### src/rtl/jtag_dma_ctrl.sv
// rtl/jtag_dma_ctrl.sv - JTAG chain-1 burst sequencer between ping-pong buffer and system bus
module jtag_dma_ctrl #(
  parameter int BUF_AW = 9
) (
  input  logic              JTCK,
  input  logic              JRSTN,
  input  logic [31:0]       cmd_address,
  input  logic [3:0]        cmd_byte_enable,
  input  logic [7:0]        cmd_burst_size,
  input  logic              cmd_write,
  input  logic              cmd_read,
  output logic              switch_ready,
  output logic              busy,
  output logic              error,
  output logic [BUF_AW-1:0] pp_address,
  output logic              pp_writeEnable,
  output logic [31:0]       pp_dataIn,
  input  logic [31:0]       pp_dataOut,
  output logic              bus_request,
  input  logic              bus_grant,
  output logic              bus_begin_transaction,
  output logic [31:0]       bus_address,
  output logic [3:0]        bus_byte_enable,
  output logic [7:0]        bus_burst_size,
  output logic              bus_read_n_write,
  output logic [31:0]       bus_data_out,
  output logic              bus_data_valid,
  input  logic              bus_busy,
  output logic              bus_end_transaction,
  input  logic [31:0]       bus_data_in,
  input  logic              bus_data_in_valid,
  input  logic              bus_end_transaction_in,
  input  logic              bus_error
);

  typedef enum logic [2:0] {
    S_IDLE,
    S_REQ,
    S_BEGIN,
    S_WR_FETCH,
    S_WR_DATA,
    S_WR_END,
    S_RD_DATA
  } state_t;

  state_t      r_state;
  logic [31:0] r_addr;
  logic [3:0]  r_be;
  logic [7:0]  r_size;
  logic        r_rnw;
  logic [7:0]  r_index;
  logic [31:0] r_data;
  logic        r_error;

  logic [7:0]  w_index_next;
  logic        w_rd_write;
  logic        w_wr_last;
  logic [7:0]  w_pp_addr;

  assign w_index_next = r_index + 8'd1;
  assign w_wr_last    = (r_index == r_size);
  // Read data is written straight through; an erroring beat is dropped.
  assign w_rd_write   = (r_state == S_RD_DATA) && bus_data_in_valid && !bus_error;

  // Burst sequencer: launch capture, bus handshake, word transfer and index tracking.
  always_ff @(posedge JTCK or negedge JRSTN) begin
    if (!JRSTN) begin
      r_state <= S_IDLE;
      r_addr  <= '0;
      r_be    <= '0;
      r_size  <= '0;
      r_rnw   <= 1'b0;
      r_index <= '0;
      r_data  <= '0;
      r_error <= 1'b0;
    end else begin
      case (r_state)
        S_IDLE: begin
          // Write wins over a simultaneous read; the read is simply dropped.
          if (cmd_write || cmd_read) begin
            r_addr  <= cmd_address;
            r_be    <= cmd_byte_enable;
            r_size  <= cmd_burst_size;
            r_rnw   <= !cmd_write;
            r_index <= '0;
            r_error <= 1'b0;
            r_state <= S_REQ;
          end
        end
        S_REQ: begin
          if (bus_grant) r_state <= S_BEGIN;
        end
        S_BEGIN: begin
          if (bus_error) begin
            r_error <= 1'b1;
            r_state <= S_IDLE;
          end else begin
            r_state <= r_rnw ? S_RD_DATA : S_WR_FETCH;
          end
        end
        S_WR_FETCH: begin
          if (bus_error) begin
            r_error <= 1'b1;
            r_state <= S_IDLE;
          end else begin
            r_data  <= pp_dataOut;
            r_state <= S_WR_DATA;
          end
        end
        S_WR_DATA: begin
          if (bus_error) begin
            r_error <= 1'b1;
            r_state <= S_IDLE;
          end else if (!bus_busy) begin
            if (w_wr_last) begin
              r_state <= S_WR_END;
            end else begin
              r_index <= w_index_next;
              r_state <= S_WR_FETCH;
            end
          end
        end
        S_WR_END: begin
          if (bus_error) r_error <= 1'b1;
          r_state <= S_IDLE;
        end
        S_RD_DATA: begin
          if (bus_error) begin
            r_error <= 1'b1;
            r_state <= S_IDLE;
          end else begin
            if (bus_data_in_valid) r_index <= w_index_next;
            if (bus_end_transaction_in) r_state <= S_IDLE;
          end
        end
        default: r_state <= S_IDLE;
      endcase
    end
  end

  // Buffer address: read beats write at index; write bursts prefetch the next word,
  // which stays stable while the bus stalls.
  always_comb begin
    w_pp_addr = 8'd0;
    if (w_rd_write) begin
      w_pp_addr = r_index;
    end else if ((r_state == S_WR_DATA) && !w_wr_last) begin
      w_pp_addr = w_index_next;
    end
  end

  assign pp_address     = BUF_AW'(w_pp_addr);
  assign pp_writeEnable = w_rd_write;
  assign pp_dataIn      = w_rd_write ? bus_data_in : 32'd0;

  assign switch_ready = (r_state == S_IDLE);
  assign busy         = (r_state != S_IDLE);
  assign error        = r_error;
  assign bus_request  = (r_state != S_IDLE);

  assign bus_begin_transaction = (r_state == S_BEGIN);
  assign bus_address           = bus_begin_transaction ? r_addr : 32'd0;
  assign bus_byte_enable       = bus_begin_transaction ? r_be : 4'd0;
  assign bus_burst_size        = bus_begin_transaction ? r_size : 8'd0;
  assign bus_read_n_write      = bus_begin_transaction && r_rnw;

  assign bus_data_valid      = (r_state == S_WR_DATA);
  assign bus_data_out        = bus_data_valid ? r_data : 32'd0;
  assign bus_end_transaction = (r_state == S_WR_END) && !bus_error;

endmodule
### config.mk
export PLATFORM = sky130hd
export DESIGN_NAME = jtag_dma_ctrl
export DESIGN_NICKNAME = d
export VERILOG_FILES = /design/src/rtl/jtag_dma_ctrl.sv
export SDC_FILE = /design/constraint.sdc
export NUM_CORES = 1
export LEC_CHECK = 0
export CELL_PAD_IN_SITES_DETAIL_PLACEMENT = 0
export CELL_PAD_IN_SITES_GLOBAL_PLACEMENT = 2
export CORE_MARGIN = 4
export CORE_UTILIZATION = 24
export DETAILED_ROUTE_END_ITERATION = 8
export GPL_TIMING_DRIVEN = 0
export MAX_ROUTING_LAYER = met4
export PLACE_DENSITY = 0.87
export SLEW_MARGIN = 20
export SYNTH_ARGS = -nofsm -noshare
export SYNTH_HDL_FRONTEND = slang
export SYNTH_SLANG_ARGS = --single-unit
### constraint.sdc
create_clock -name JTCK -period 5.9 [get_ports JTCK]
set_input_delay 1.18 -clock JTCK [delete_from_list [all_inputs] [get_ports JTCK]]
set_output_delay 1.18 -clock JTCK [all_outputs]
set_load 0.05 [all_outputs]
==> results of run 1 <==
## per-layer routing
layer	share of wire [%]	track usage [%]	routed length, um	up-vias
met3	11	5.48	1800	23
met1	41	17.6	6890	2085
met4	2.9	5.86	482	0
met2	45	23.0	7550	190
met5	0	-	0	-
li1	-	-	-	2276
## power breakdown
| group | internal, mW | total [mW] | switching [mW] |
|---|---|---|---|
| Combinational | 0.594 | 1.54 | 0.949 |
| Clock | 0.384 | 0.637 | 0.253 |
| Sequential | 0.886 | 1.03 | 0.142 |
## registers in the layout, summed over array words and instances (netlist names)
signal   count
r_be         4
r_addr      32
r_rnw        1
error        1
r_size       8
r_state      3
r_index      8
r_data      32
## Yosys cell counts, types with 4 or more instances
library cell / count / area, um2
mux2_2: 31 / 349
nor2_1: 10 / 37.5
and2_1: 33 / 206
and3_1: 80 / 500
a21oi_1: 11 / 55.1
nand2b_1: 8 / 50.1
o31ai_1: 5 / 37.5
nand2_1: 145 / 544
dfrtp_1: 89 / 2230
mux2i_1: 4 / 40.0
xor2_1: 7 / 61.3
buf_4: 4 / 30.0
buf_6: 8 / 90.1
o21ai_0: 12 / 60.1
clkbuf_1: 22 / 82.6
buf_2: 10 / 50.1
a31oi_1: 6 / 37.5
## final timing paths
check | slack, ns | end | startpoint | cells past startpoint
worst max-delay path | 1.22 | pp_address[0] | bus_error | 7
worst min-delay path | 0.47 | r_addr[24]$_DFFE_PN0P_ | r_addr[24]$_DFFE_PN0P_ | 2
worst max register to register | 3.90 | r_be[3]$_DFFE_PN0P_ | r_state[2]$_DFFE_PN0P_ | 7
worst min register to register | 0.47 | r_addr[24]$_DFFE_PN0P_ | r_addr[24]$_DFFE_PN0P_ | 2
max in group asynchronous | 4.56 | r_data[24]$_DFFE_PN0P_ | JRSTN | 2
min in group asynchronous | 0.75 | r_addr[12]$_DFFE_PN0P_ | JRSTN | 1
## layout make-up
type / count / area, um2 / share of cell area (%)
Antenna cell: 1 / 2.50 / 0.0314
Buffer: 44 / 253 / 3.17
Clock buffer: 10 / 239 / 3.00
Clock inverter: 6 / 90.1 / 1.13
Inverter: 3 / 11.3 / 0.141
Multi-Input combinational cell: 392 / 2370 / 29.7
Sequential cell: 89 / 2230 / 28.0
Tap cell: 265 / 332 / 4.16
Timing Repair Buffer: 242 / 2440 / 30.7
## logic make-up after synthesis
group / share of synthesized area [%]
simple gates: 31.4
compound gates: 6.90
mux: 8.47
buf+inv: 5.43
fa+ha+maj: 0.257
flops: 45.8
xor+xnor: 1.60
other cells: 0.0772
## per-stage QoR
step                power (mW)  utilization [%]  cells
finish                    3.21             40.4   1052
global route              3.44             40.4   1052
CTS                       3.27             40.4   1051
detailed placement        2.61             38.7   1035
global placement          2.59             38.6   1034
floorplan                 2.07                -    528
## worst register-to-register path: cells and delay by family, from the launching register on
family	cells	cell delay (ns)
buf+inv	3	0.71
compound gates	1	0.31
flops	1	0.44
simple gates	3	0.45
==> impl_results.md, run 1 <==
- Status: finished clean
- Routed len/inst: between 15 and 20 um
- IO buf count: approximately 240
- Cell chain of the critical path: clkdlybuf4s50_1, and3b_1, buf_6, nand2_1, inv_1, mux2_2, clkdlybuf4s50_1
- # resized after CTS: 0
- Die width: 150 um
- Final setup viols: 0
- Setup_tns: 0 ns
- Register bit total from synthesis: 89
- Vias in the first global route: 4567
- Worst slack, placed: 1.21 ns
- CTS tree: yes
- Hpwl dp: 13000 um
- # IOs: 243
- Final Cycle Share: 79.4%
- Tightest Pin Transition: 0.590 ns
- Synth Instances: approximately 530
- Ys async rst share: 100%
- WHS: 0.467 ns
- Max-Cap Viols: 0
- Vias/cell: between 4 and 5
- Starting Density: 24.6%
- CP Launch Type: input pin
- Setup Skew: 0.0105 ns
- Dominant synthesized flop cell: dfrtp_1
- Row cnt: between 50 and 60
- Gr usage total: 14.9%
- Placer congestion estimate: roughly 0.80
- Syn Nets: 646
- Crit path buf inv count: 4
- WS Path Type: in -> out
- DRT antenna net count: 0
- Vias: 4574
- Clock sink count: slightly below 90
- Global-route wire length before repair: 25200 um
- # nets final: 899
- Clock-pin transition on the worst setup and hold timing paths: 0.07 ns
- Share of cells above drive strength 1: 10.8%
- Unique cell type count in the Yosys netlist: 51
- PD cells: 403 mW/mm2
- Hold WC Path Type: reg -> reg
- Leak: 3.69 nW
- Slowest-stage cell, CP: clkdlybuf4s50_1
- Placed Instance Area: about 0.0076 mm2
- Worst skew pair latency: around 0.35 ns
- Endpoints failing hold: 0
- First-pass DRT Iterations: 4
- Die area: 0.0226 mm2
- Synthesis-to-finish area growth: 63.9%
- Fmax: about 210 MHz
- Initial drt markers: 152
- Worst path required time: 4.72 ns
- Top cell family by delay on the critical path: buffers and inverters
- Number of flops mapped to enable cells by yosys: 0
- Most frequent cells in the layout: clkdlybuf4s50_1, nand2_1, dfrtp_1
- Synthesis Warnings: 0
- CTS max path bufs: 2
- Syn_area_per_cell: 9.20 um2
- # hold bufs at CTS: 0
- CP max stage delay: around 0.80 ns
- Commonest non-fill, non-tap cell in the layout: clkdlybuf4s50_1
- Inserted Clock Buffers: 9
- Tmin final: 4.68 ns
- H-tree level count: 3
- Post-Synthesis Cell Area: 0.00486 mm2
- Final setup margin: 1.22 ns
- Grt total ovfl: 0
- Residual DRC count: 0
- VDD IR max: 189 uV
- Data arrival time of the critical path: 3.50 ns
- Post-CTS setup buffer count: 0
- Crit-path max FO: 8
- Post-Route WL: 16700 um
- Crit path top cell by count: clkdlybuf4s50_1
- Chip Height: 150 um
- Filler cells: 1992
- Root Driver: clkbuf_16
- Initial antenna violation count: 1
- RSZ-0062 raised after global routing: false
- Max-slew violations: 0
- Area of the core: 0.0197 mm2
- Post-route cell area: 0.00796 mm2
- Sequential area share after synthesis: 45.8%
- Worst Setup End Kind: output port
- Pin count of the biggest net entering global routing: 46
- Max-slew headroom: 60.3%
No activity file was read; power rests on OpenSTA's default activity.
==> run 2: changes to the inputs <==
--- a/config.mk
+++ b/config.mk
@@ -8,11 +8,11 @@
 export CELL_PAD_IN_SITES_DETAIL_PLACEMENT = 0
 export CELL_PAD_IN_SITES_GLOBAL_PLACEMENT = 2
 export CORE_MARGIN = 4
-export CORE_UTILIZATION = 24
+export CORE_UTILIZATION = 20
 export DETAILED_ROUTE_END_ITERATION = 8
 export GPL_TIMING_DRIVEN = 0
 export MAX_ROUTING_LAYER = met4
-export PLACE_DENSITY = 0.87
+export PLACE_DENSITY = 0.78
 export SLEW_MARGIN = 20
 export SYNTH_ARGS = -nofsm -noshare
 export SYNTH_HDL_FRONTEND = slang
==> constraint.sdc (replaced) <==
create_clock -name JTCK -period 3.8 [get_ports JTCK]
set_input_delay 0.76 -clock JTCK [delete_from_list [all_inputs] [get_ports JTCK]]
set_output_delay 0.76 -clock JTCK [all_outputs]
set_load 0.05 [all_outputs]
==> impl_results.md, run 2 (synthesis gave the netlist of run 1 again) <==
- CP max stage delay: 0.80 ns (about the same)
- Vias in the first global route: 4830 (+5.8%)
- Worst slack, placed: -0.0703 ns (-1.28 ns)
- VDD IR max: 232 uV (+23%)
- Gr usage total: 13.3% (-1.6 points)
- Pin count of the biggest net entering global routing: 68 (+48%)
- Routed len/inst: 16.1 um (+1.0%)
- Final setup viols: 0 (unchanged)
- Initial drt markers: 160 (+5.3%)
- Combinational Power Share: 48.0% (about the same)
- Placed Instance Area: 0.00770 mm2 (+0.89%)
- Placer congestion estimate: 0.766 (-4.4%)
- Residual DRC count: 0 (unchanged)
- Post-CTS setup buffer count: 0 (unchanged)
- Final setup margin: 0.127 ns (-1.09 ns)
- Slowest-stage cell, CP: clkdlybuf4s50_1
- Clock-pin transition on the worst setup and hold timing paths: 0.06 ns (about the same)
- Crit-path max FO: 10 (+2)
- Top cell family by delay on the critical path: buffers and inverters
- Post-Route WL: 17800 um (+6.2%)
- Post-route cell area: 0.00803 mm2 (+0.80%)
- Placed cell count: 1089 (+5.2%)
- WHS: 0.270 ns (-0.197 ns)
- PD cells: 624 mW/mm2 (+55%)
- Power, Total: 5.01 mW (+56%)
- Commonest non-fill, non-tap cell in the layout: clkdlybuf4s50_1
- CTS tree: yes
- Tmin final: 3.67 ns
- Worst path required time: 3.04 ns (-1.68 ns)
- Switch Pwr: 2.11 mW (+57%)
- Global-route wire length before repair: 26900 um (+6.7%)
- First-pass DRT Iterations: 4 (unchanged)
- Grt total ovfl: 0 (unchanged)
- Status: finished clean
- RSZ-0062 raised after global routing: false
- H-tree level count: 3 (unchanged)
- Hpwl dp: 13800 um (+6.1%)
- Crit path buf inv count: 4 (unchanged)
- Chip Height: 164 um (+9.0%)
- Endpoints failing hold: 0 (unchanged)
- Vias: 4637 (+1.4%)
- CP Launch Type: input pin
- Final Cycle Share: 96.7%
- Max-Cap Viols: 0 (unchanged)
- Most frequent cells in the layout: clkdlybuf4s50_1, nand2_1, dfrtp_1
- Switching Share: 42.2% (+0.31 points)
- Clock sink count: 89 (unchanged)
- Internal cell power: 2.89 mW (+55%)
- Vias/cell: 4.19 (-3.6%)
- Fmax: 272 MHz
- Largest regs: r_addr x32, r_data x32
- Worst skew pair latency: 0.34 ns (about the same)
- Share of cells above drive strength 1: 10.9% (+0.13 points)
- Area of the core: 0.0237 mm2 (+20%)
- Max-slew headroom: 57.0% (-3.3 points)
- CTS max path bufs: 2 (unchanged)
- IO buf count: 241 (unchanged)
- Inserted Clock Buffers: 9 (unchanged)
- Initial antenna violation count: 1 (unchanged)
- # nets final: 899 (unchanged)
- Clk pwr share: 20.1% (+0.2 points)
- Leak: 3.76 nW (+2.1%)
- Tightest Pin Transition: 0.643 ns (+0.0533 ns)
- Root Driver: clkbuf_16
- Hold WC Path Type: in -> async
- # IOs: 243 (unchanged)
- Fin cells: 1106 (+5.1%)
- WS Path Type: in -> out
- Crit path top cell by count: clkdlybuf4s50_1
- Die area: 0.0269 mm2 (+19%)
- Die width: 164 um (+9.0%)
- Synthesis-to-finish area growth: 65.2%
- Cell chain of the critical path: clkdlybuf4s50_1, and3b_1, buf_6, clkbuf_1, and3_1, clkdlybuf4s50_1
- Reg power frac: 31.9% (about the same)
- Max-slew violations: 0 (unchanged)
- Worst Setup End Kind: output port
- Row cnt: 56 (+9.8%)
- Starting Density: 20.5% (-4.1 points)
- Setup Skew: 0.00516 ns (-0.00537 ns)
- Data arrival time of the critical path: 2.91 ns (-0.59 ns)
- DRT antenna net count: 0 (unchanged)
-- run 2: cell types whose count changed in the layout (fill, tap and decap cells not counted) --
cell,delta
clkbuf_1,-1
clkbuf_2,+1
clkdlybuf4s50_1,-10
dlygate4sd2_1,+8
dlymetal6s2s_1,+2
-- run 2: worst paths after layout --
path | from | cells past startpoint | end | slack, ns
worst max-delay path | bus_error | 6 | pp_dataIn[14] | 0.13
worst min-delay path | JRSTN | 1 | r_addr[6]$_DFFE_PN0P_ | 0.27
worst max register to register | r_state[2]$_DFFE_PN0P_ | 7 | r_addr[31]$_DFFE_PN0P_ | 1.84
worst min register to register | r_addr[4]$_DFFE_PN0P_ | 2 | r_addr[4]$_DFFE_PN0P_ | 0.47
max in group asynchronous | JRSTN | 2 | r_index[3]$_DFFE_PN0P_ | 2.92
min in group JTCK | r_addr[4]$_DFFE_PN0P_ | 2 | r_addr[4]$_DFFE_PN0P_ | 0.47
-- run 2: layout make-up --
cell class | count | area, um2
clock buffers | 10 | 239
diodes | 1 | 2.50
inverters | 3 | 11.3
plain buffers | 44 | 254
repair buffers | 242 | 2440
clock inverters | 6 | 90.1
multi-input cells | 392 | 2370
fillers | 2555 | 15700
flip-flops and latches | 89 | 2230
well taps | 319 | 399
-- run 2: stage by stage --
stage | util, % | TNS, ns
after floorplan | - | 0
after detailed placement | 32.5 | -0.0703
after global placement | 32.4 | -161.93
final | 33.9 | 0
after global routing | 33.9 | 0
after CTS | 33.9 | 0
-- run 2: routing by layer --
layer | track usage (%) | routed length [um]
met5 | - | 0
met3 | 4.94 | 1850
met2 | 21.7 | 8340
met4 | 3.28 | 244
met1 | 15.5 | 7320
-- run 2: repair_timing --
| action | in CTS | in global routing |
|---|---|---|
| resized for setup | 8 | 4 |
| hold buffers | 0 | 0 |
| endpoints found under the setup margin | 8 | 31 |
-- run 2: power groups by stage --
stage | registers [mW] | clock network, mW | logic, mW
floorplan | 1.56 | 0 | 1.65
global placement | 1.60 | 0 | 2.44
detailed placement | 1.62 | 0 | 2.45
CTS | 1.60 | 1.04 | 2.45
global route | 1.66 | 1.08 | 2.65
finish | 1.60 | 1.01 | 2.40
==> run 3: changes to the inputs <==
--- a/config.mk
+++ b/config.mk
@@ -11,7 +11,6 @@
 export CORE_UTILIZATION = 20
 export DETAILED_ROUTE_END_ITERATION = 8
 export GPL_TIMING_DRIVEN = 0
-export MAX_ROUTING_LAYER = met4
 export PLACE_DENSITY = 0.78
 export SLEW_MARGIN = 20
 export SYNTH_ARGS = -nofsm -noshare
==> impl_results.md, run 3 (synthesis gave the netlist of run 1 again) <==
- Status: finished clean
- Most frequent cells in the layout: clkdlybuf4s50_1, nand2_1, dfrtp_1
- Hold WC Path Type: in -> async
- Initial drt markers: 151 (-5.6%)
- Ant. Diodes: 0 (-1)
- Worst Setup End Kind: output port
- Fmax: 272 MHz (about the same)
- Placer congestion estimate: 0.756 (-1.3%)
- # IOs: 243 (unchanged)
- Worst slack, placed: -0.0703 ns (unchanged)
- Tightest Pin Transition: 0.642 ns (-0.00126 ns)
- Leak: 3.76 nW (about the same)
- Global-route wire length before repair: 26900 um (+0.15%)
- Max-Cap Viols: 0 (unchanged)
- Starting Density: 20.5% (unchanged)
- # nets final: 899 (unchanged)
- WS Path Type: in -> out
- Crit-path max FO: 10 (unchanged)
- Clock-pin transition on the worst setup and hold timing paths: 0.07 ns (about the same)
- Endpoints failing hold: 0 (unchanged)
- Grt total ovfl: 0 (unchanged)
- Setup_tns: 0 ns (unchanged)
- Inserted Clock Buffers: 9 (unchanged)
- Vias/cell: 4.21 (+0.37%)
- IO buf count: 241 (unchanged)
- Root Driver: clkbuf_16
- Max-slew headroom: 57.1% (+0.084 points)
- Area of the multi-input gates: 0.00237 mm2 (unchanged)
- Sequential cell area: 0.00223 mm2 (unchanged)
- Filler cells: 2555 (unchanged)
- Final setup margin: 0.129 ns (+0.00185 ns)
- CTS max path bufs: 2 (unchanged)
- Vias in the first global route: 4818 (-0.25%)
- Worst skew pair latency: 0.34 ns (about the same)
- VDD IR max: 233 uV (about the same)
- Max-slew violations: 0 (unchanged)
- H-tree level count: 3 (unchanged)
- Data arrival time of the critical path: 2.91 ns (about the same)
- Commonest non-fill, non-tap cell in the layout: clkdlybuf4s50_1
- CTS tree: yes
- Final setup viols: 0 (unchanged)
- Pin count of the biggest net entering global routing: 68 (unchanged)
- Fin cells: 1105 (-0.090%)
- Die width: 164 um (unchanged)
- CP Launch Type: input pin
- Residual DRC count: 0 (unchanged)
- Area of the core: 0.0237 mm2 (unchanged)
- Gr usage total: 12.9% (-0.33 points)
- RSZ-0062 raised after global routing: false
- Clock sink count: 89 (unchanged)
- WHS: 0.267 ns (-0.00342 ns)
- Post-Route WL: 17800 um (about the same)
- Placed cell count: 1089 (unchanged)
- Setup Skew: 0.00569 ns (+0.000529 ns)
- Chip Height: 164 um (unchanged)
- Die area: 0.0269 mm2 (unchanged)
- Hpwl dp: 13800 um (unchanged)
- Initial antenna violation count: 1 (unchanged)
- Synthesis-to-finish area growth: 65.2% (about the same)
- Final Cycle Share: 96.6% (about the same)
- DRT antenna net count: 0 (unchanged)
- Share of cells above drive strength 1: 10.9% (unchanged)
- Post-CTS setup buffer count: 0 (unchanged)
- Tmin final: 3.67 ns (-0.00185 ns)
- Row cnt: 56 (unchanged)
- First-pass DRT Iterations: 4 (unchanged)
- PD cells: 624 mW/mm2 (about the same)
- Vias: 4650 (+0.28%)
- Largest regs: r_addr x32, r_data x32
- Worst path required time: 3.04 ns (about the same)
- Routed len/inst: 16.1 um (+0.15%)
run 3: cell types whose count changed in the layout (fill, tap and decap cells not counted), sizes merged:
cell,previous run,this run
diode,1,0
run 3: report_power, final:
part / total, mW / switching [mW] / internal [mW] / leakage (nW)
registers: 1.60 / 0.223 / 1.37 / 1.10
logic: 2.40 / 1.48 / 0.922 / 2.50
clock network: 1.01 / 0.411 / 0.598 / 0.159
run 3: worst max-delay path, cell delays in order:
cell             delay, ns
clkdlybuf4s50_1       0.43
and3b_1               0.24
buf_6                 0.14
clkbuf_1              0.32
and3_1                0.22
clkdlybuf4s50_1       0.80
run 3: final timing paths:
check / startpoint / to / cells past startpoint / slack (ns)
worst min-delay path: JRSTN / r_addr[6]$_DFFE_PN0P_ / 1 / 0.27
worst min register to register: r_addr[4]$_DFFE_PN0P_ / r_addr[4]$_DFFE_PN0P_ / 2 / 0.47
min in group JTCK: r_addr[4]$_DFFE_PN0P_ / r_addr[4]$_DFFE_PN0P_ / 2 / 0.47
max in group asynchronous: JRSTN / r_index[3]$_DFFE_PN0P_ / 2 / 2.92
worst max register to register: r_state[2]$_DFFE_PN0P_ / r_addr[31]$_DFFE_PN0P_ / 7 / 1.84
worst max-delay path: bus_error / pp_dataIn[14] / 6 / 0.13
run 3: cell type report:
type / instances / area share (%)
plain buffers: 44 / 3.17
clock inverters: 6 / 1.12
clock buffers: 10 / 2.98
flip-flops and latches: 89 / 27.8
inverters: 3 / 0.140
multi-input cells: 392 / 29.5
repair buffers: 242 / 30.4
well taps: 319 / 4.97
run 3: layer usage:
layer	vias to the layer above	GRT usage, %	share of wire (%)
met5	-	0	0.073
met2	175	21.6	47
met1	2170	15.6	41
li1	2286	-	-
met3	17	5.19	11
met4	2	3.28	1.4
run 3: repair_timing:
item | 4_1_cts | 5_1_grt
hold buffers | 0 | 0
pin swaps | 0 | 0
gates resized for setup | 8 | 4
endpoints found under the setup margin | 8 | 31
run 3: through the flow:
step	util (%)	power, mW	area [um2]
after global placement	32.4	4.04	7670
final	33.9	5.01	8020
after CTS	33.9	5.10	8020
after floorplan	-	3.22	4860
after global routing	33.9	5.40	8020
after detailed placement	32.5	4.07	7700
